File: src/rtl/mips_pkg.sv
// Shared types for the MIPS stage sequencer: state encoding
// and the default halt (syscall) instruction word.
package mips_pkg;

  typedef enum logic [3:0] {
    ST_IDLE   = 4'd0,
    ST_INIT   = 4'd1,
    ST_FETCH  = 4'd2,
    ST_DECODE = 4'd3,
    ST_EXEC   = 4'd4,
    ST_MEM    = 4'd5,
    ST_WB     = 4'd6,
    ST_PAUSE  = 4'd7,
    ST_HALT   = 4'd8
  } state_e;

  localparam logic [31:0] HALT_WORD_DEFAULT = 32'h0000_000C;

endpackage

File: src/rtl/retire_counter.sv
// Saturating retired-instruction counter with clear/increment.
// Ports: clk, reset, clr, inc -> count, last (count+1 hits MAX_INSTR).
module retire_counter #(
  parameter int MAX_INSTR = 256,
  parameter int CNT_W     = 16
) (
  input  logic             clk,
  input  logic             reset,
  input  logic             clr,
  input  logic             inc,
  output logic [CNT_W-1:0] count,
  output logic             last
);

  logic [CNT_W:0] cnt_p1;

  assign cnt_p1 = {1'b0, count} + {{CNT_W{1'b0}}, 1'b1};
  assign last   = (cnt_p1 == (CNT_W+1)'(MAX_INSTR));

  always_ff @(posedge clk) begin
    if (reset) begin
      count <= '0;
    end else if (clr) begin
      count <= '0;
    end else if (inc && (count != {CNT_W{1'b1}})) begin
      count <= cnt_p1[CNT_W-1:0];
    end
  end

endmodule

File: src/rtl/cpu_stage_sequencer.sv
// Clock-enable sequencer: FETCH/DECODE/EXEC/MEM/WB strobes, run/step/halt.
// Ports: clk, reset, start, step_mode, step, abort, inst, mem_access ->
//   core_reset, pc_load, pc_en, imm_en, data_en, reg_en, busy, done,
//   instr_count. Macro SEQ_MEM_SKIP_EN: EXEC skips MEM when !mem_access.
module cpu_stage_sequencer
  import mips_pkg::*;
#(
  parameter int          MAX_INSTR = 256,
  parameter logic [31:0] HALT_WORD = HALT_WORD_DEFAULT,
  parameter int          CNT_W     = 16
) (
  input  logic             clk,
  input  logic             reset,
  input  logic             start,
  input  logic             step_mode,
  input  logic             step,
  input  logic             abort,
  input  logic [31:0]      inst,
  input  logic             mem_access,
  output logic             core_reset,
  output logic             pc_load,
  output logic             pc_en,
  output logic             imm_en,
  output logic             data_en,
  output logic             reg_en,
  output logic             busy,
  output logic             done,
  output logic [CNT_W-1:0] instr_count
);

  state_e state;
  state_e nxt;
  logic   last;

  retire_counter #(
    .MAX_INSTR(MAX_INSTR),
    .CNT_W    (CNT_W)
  ) u_cnt (
    .clk  (clk),
    .reset(reset),
    .clr  (state == ST_INIT),
    .inc  (state == ST_WB),
    .count(instr_count),
    .last (last)
  );

`ifndef SEQ_MEM_SKIP_EN
  logic unused_mem;
  assign unused_mem = mem_access;
`endif

  always_comb begin
    nxt = state;
    if (abort) begin
      nxt = ST_IDLE;
    end else begin
      unique case (state)
        ST_IDLE:   if (start) nxt = ST_INIT;
        ST_INIT:   nxt = ST_FETCH;
        ST_FETCH:  nxt = ST_DECODE;
        ST_DECODE: nxt = (inst == HALT_WORD) ? ST_HALT : ST_EXEC;
`ifdef SEQ_MEM_SKIP_EN
        ST_EXEC:   nxt = mem_access ? ST_MEM : ST_WB;
`else
        ST_EXEC:   nxt = ST_MEM;
`endif
        ST_MEM:    nxt = ST_WB;
        ST_WB: begin
          if (last)           nxt = ST_HALT;
          else if (step_mode) nxt = ST_PAUSE;
          else                nxt = ST_FETCH;
        end
        ST_PAUSE:  if (step || !step_mode) nxt = ST_FETCH;
        ST_HALT:   if (start) nxt = ST_INIT;
        default:   nxt = ST_IDLE;
      endcase
    end
  end

  // Strobes are decoded from the next state so each one is a
  // registered output aligned with the state it belongs to.
  always_ff @(posedge clk) begin
    if (reset) begin
      state      <= ST_IDLE;
      core_reset <= 1'b0;
      pc_load    <= 1'b0;
      pc_en      <= 1'b0;
      imm_en     <= 1'b0;
      data_en    <= 1'b0;
      reg_en     <= 1'b0;
      busy       <= 1'b0;
      done       <= 1'b0;
    end else begin
      state      <= nxt;
      core_reset <= (nxt == ST_INIT);
      pc_load    <= (nxt == ST_INIT);
      pc_en      <= (nxt == ST_INIT) || (nxt == ST_WB);
      imm_en     <= (nxt == ST_FETCH);
      data_en    <= (nxt == ST_MEM);
      reg_en     <= (nxt == ST_WB);
      busy       <= (nxt != ST_IDLE) && (nxt != ST_HALT);
      done       <= (nxt == ST_HALT);
    end
  end

endmodule
File: config.mk
export PLATFORM = sky130hd
export DESIGN_NAME = cpu_stage_sequencer
export DESIGN_NICKNAME = d
export VERILOG_FILES = /design/src/rtl/mips_pkg.sv /design/src/rtl/retire_counter.sv /design/src/rtl/cpu_stage_sequencer.sv
export SDC_FILE = /design/constraint.sdc
export NUM_CORES = 1
export LEC_CHECK = 0
export CORE_MARGIN = 4
export CORE_UTILIZATION = 40
export CTS_CLUSTER_SIZE = 16
export DETAILED_ROUTE_END_ITERATION = 8
export PLACE_DENSITY = 0.72
export RECOVER_POWER = 50
export SKIP_CTS_REPAIR_TIMING = 1
export SLEW_MARGIN = 25
export SYNTH_ARGS = -nofsm -noshare
export SYNTH_HDL_FRONTEND = slang
export SYNTH_HIERARCHICAL = 1
export SYNTH_SLANG_ARGS = --single-unit
File: constraint.sdc
create_clock -name clk -period 3 [get_ports clk]
set_clock_uncertainty 0.1 [all_clocks]
set_input_delay 0.75 -clock clk [delete_from_list [all_inputs] [get_ports clk]]
set_output_delay 0.75 -clock clk [all_outputs]
set_load 0.01 [all_outputs]
==> results of run 1 <==
## cell usage after synthesis (3+ instances only)
| cell type | number |
|---|---|
| buf_2 | 8 |
| xnor2_1 | 5 |
| nor2_1 | 29 |
| xor2_1 | 11 |
| a31oi_1 | 3 |
| nand2_1 | 9 |
| nor4b_1 | 3 |
| buf_6 | 3 |
| dfxtp_1 | 27 |
| or3_1 | 4 |
| inv_1 | 5 |
| nor4_1 | 9 |
| o211ai_1 | 5 |
| and2_1 | 3 |
| nand4_1 | 8 |
| clkbuf_1 | 3 |
| a21oi_1 | 5 |
| and4_1 | 3 |
| nor3_1 | 6 |
| nand3_1 | 11 |
## how the worst max path moves through the flow
stage / from / cells after the start / end
finish: u_cnt/count[4]$_SDFFE_PP0P_ / 10 / pc_en$_SDFF_PP0_
global route: u_cnt/count[0]$_SDFFE_PP0P_ / 11 / busy$_SDFF_PP0_
CTS: u_cnt/count[0]$_SDFFE_PP0P_ / 11 / busy$_SDFF_PP0_
detailed placement: u_cnt/count[0]$_SDFFE_PP0P_ / 11 / busy$_SDFF_PP0_
global placement: u_cnt/count[0]$_SDFFE_PP0P_ / 11 / busy$_SDFF_PP0_
floorplan: u_cnt/count[0]$_SDFFE_PP0P_ / 12 / busy$_SDFF_PP0_
## cell type report
cell class / count / share of cell area [%]
Inverter: 5 / 0.780
Sequential cell: 27 / 22.5
Multi-Input combinational cell: 157 / 43.7
Clock buffer: 3 / 1.72
Timing Repair Buffer: 71 / 28.5
Tap cell: 50 / 2.60
Clock inverter: 1 / 0.208
## routing by layer
metal	up-vias	global-route usage, %	wire length [um]
met1	819	20.7	1840
met2	65	30.0	2270
met4	0	4.02	40
met3	6	4.24	323
met5	-	0	0
li1	873	-	-
## kinds of logic after synthesis
family	share of synthesized area, %
AOI/OAI and AO/OA	17.0
xor gates and xnor gates	8.20
adders and majority gates	1.46
buffers and inverters	7.17
DFF	31.6
muxes	1.17
and+or+nand+nor	33.4
## power groups by stage
stage          registers (uW)  logic [uW]  clock network, uW
3_5_place_dp              373        88.6                  0
2_1_floorplan             372        27.6                  0
6_report                  364        87.5                210
3_3_place_gp              373        86.4                  0
5_1_grt                   365        93.0                236
4_1_cts                   365        88.9                221
## layout by cell type (no fill, tap or decap), drive strengths merged, types with 2 or more instances in the layout
| cell | n |
|---|---|
| clkbuf | 3 |
| xnor2 | 5 |
| or4 | 2 |
| clkdlybuf4s50 | 47 |
| nand4 | 9 |
| ha | 2 |
| nand3 | 12 |
| a41oi | 2 |
| inv | 5 |
| o31ai | 2 |
| a31oi | 4 |
| mux2i | 2 |
| or2 | 2 |
| and2 | 3 |
| dfxtp | 27 |
| nor4b | 3 |
| nor3b | 2 |
| and4 | 3 |
| nand2 | 10 |
| o21a | 2 |
| buf | 10 |
| a21oi | 5 |
| o21ai | 5 |
| o311a | 2 |
| nor4 | 9 |
| and3 | 2 |
| nor2b | 3 |
| or3 | 5 |
| nor3 | 6 |
| nor2 | 29 |
| dlygate4sd3 | 14 |
| xor2 | 11 |
| o211ai | 5 |
## per-stage QoR
stage	utilization, %	setup TNS, ns	cell area (um2)
after global routing	59.3	-0.0203	2400
after detailed placement	58.0	0	2350
final	59.3	0	2400
after floorplan	-	0	1710
after global placement	58.0	0	2350
after CTS	59.1	0	2400
## state kept, by name, summed over array words and instances (netlist names)
register / flops
u_cnt/count: 16
state: 4
busy: 1
data_en: 1
done: 1
imm_en: 1
pc_en: 1
pc_load: 1
reg_en: 1
## worst max-delay path: stages (launching register included)
cell and delay (ns):
dfxtp_1 0.45, buf_4 0.17, and4_1 0.22, nand4_1 0.22, nor3b_1 0.21, o311a_1 0.34
mux2i_1 0.20, buf_4 0.16, a31oi_4 0.11, or3_4 0.40, o22ai_1 0.13
==> metrics.txt, run 1 <==
PwrDens=275 nW/um2; warning count from the yosys run=6; Leak=0.000899 uW; CP Max Fanout=7; Setup CP Type=reg2reg; Relative slew margins=44.4%; Via-to-Cell Ratio=5.61; hold path endpoint=u_cnt/count[14]$_SDFFE_PP0P_; Sink Count=27; Worst R2R End=pc_en$_SDFF_PP0_; largest net degree at the start of global routing=16; Syn Inst Count=206; Register Area=541 um2; Hold Path Depth=2; Hold Fails Final Rpt=0; Pwr Total=662 uW; Avg WL per Cell=14.2 um; hold_sp=u_cnt/count[14]$_SDFFE_PP0P_; Max Fclk=0.360 GHz; worst-case vdd ir drop=between 0.15 and 0.2 mV; DP Wirelength=3.49 mm; net switching power=148 uW; min Tclk post-route=around 2.8 ns; die height=73.4 um; initial antenna violation count=0; Slew Limit Fails=0; worst hold slack=0.469 ns; clock share of power=31.7%; dpl cells=310; clock latency on the worst-skew pair=approximately 0.27 ns; area growth from synthesis to layout=40.7%; Flop pwr share=55.0%; pre-CTS WS=0.170 ns; first-pass GRT wire length=7.32 mm; Worst Reg-to-Reg Cells=10; post-synth top area share=31.6%; Multi-input gate area=around 1100 um2; ant diodes=0; DR DRC count=0; ys async rst share=0%; area leader, netlist=dfxtp_1; Die ar.=5380 um2; via count=approximately 1800; core area=4060 um2; fin worst setup slack=0.221 ns; # fillers=around 390; Post-Syn Nets=247; CTS Buffer Depth=2; RR Startpoint=u_cnt/count[4]$_SDFFE_PP0P_; gr usage total=17.0%; Iteration-0 DRC Markers=127; gpl congestion=0.832; CTS root buf=clkbuf_8; Pre-Repair DR Iteration Count=4; Most used DFF post-synth=dfxtp_1; arrival time at the worst endpoint=2.89 ns; number of H-tree levels=1; register bit total from synthesis=27; Worst Hold Class=reg2reg; crit end category=register; Final period util=~93%; Seq/Total Area, Yosys=about a third; IO Pins=between 60 and 70; I/O Buffers=61; WL final=4.47 mm; GRT overflow=0; sw frac=22.4%; layout cells sized above 1=a little over a tenth; Critical Path RT=just over 3 ns; Max Cap Viol=0; internal power=514 uW; CTS tree=yes; CTS Buf Count=3; average cell area after synthesis=about 8.3 um2; largest cells by area after synthesis=dfxtp_1 (32%), nor2_1 (6.4%), xor2_1 (5.6%); Placement Rows=23; Final nets=306; Synth cell types=54; critical path startpoint category=register; clock-pin slew on the worst setup and hold paths=roughly 0.090 ns; Die W=~73 um; number of global-route vias before repair=1641; Post-Synthesis Cell Area=1710 um2; EDFF count, synth=0; Initial Util=around 42%; Slew @ Worst Pin=a little over 0.8 ns; reg-to-reg slack, setup=0.22 ns; Finish-stage setup viols=0; status=completed; DRT antenna net count=0; combinational fraction of design power=13.2%; Finished Layout Cells=314
Note: power is estimated with default switching activity, not from simulation.
==> run 2: changes to the inputs <==
- SLEW_MARGIN: 25 -> not set
- TNS_END_PERCENT: not set -> 10
==> results of run 2 <==
The final DEF is identical to that of run 1; final timing and power are the same.
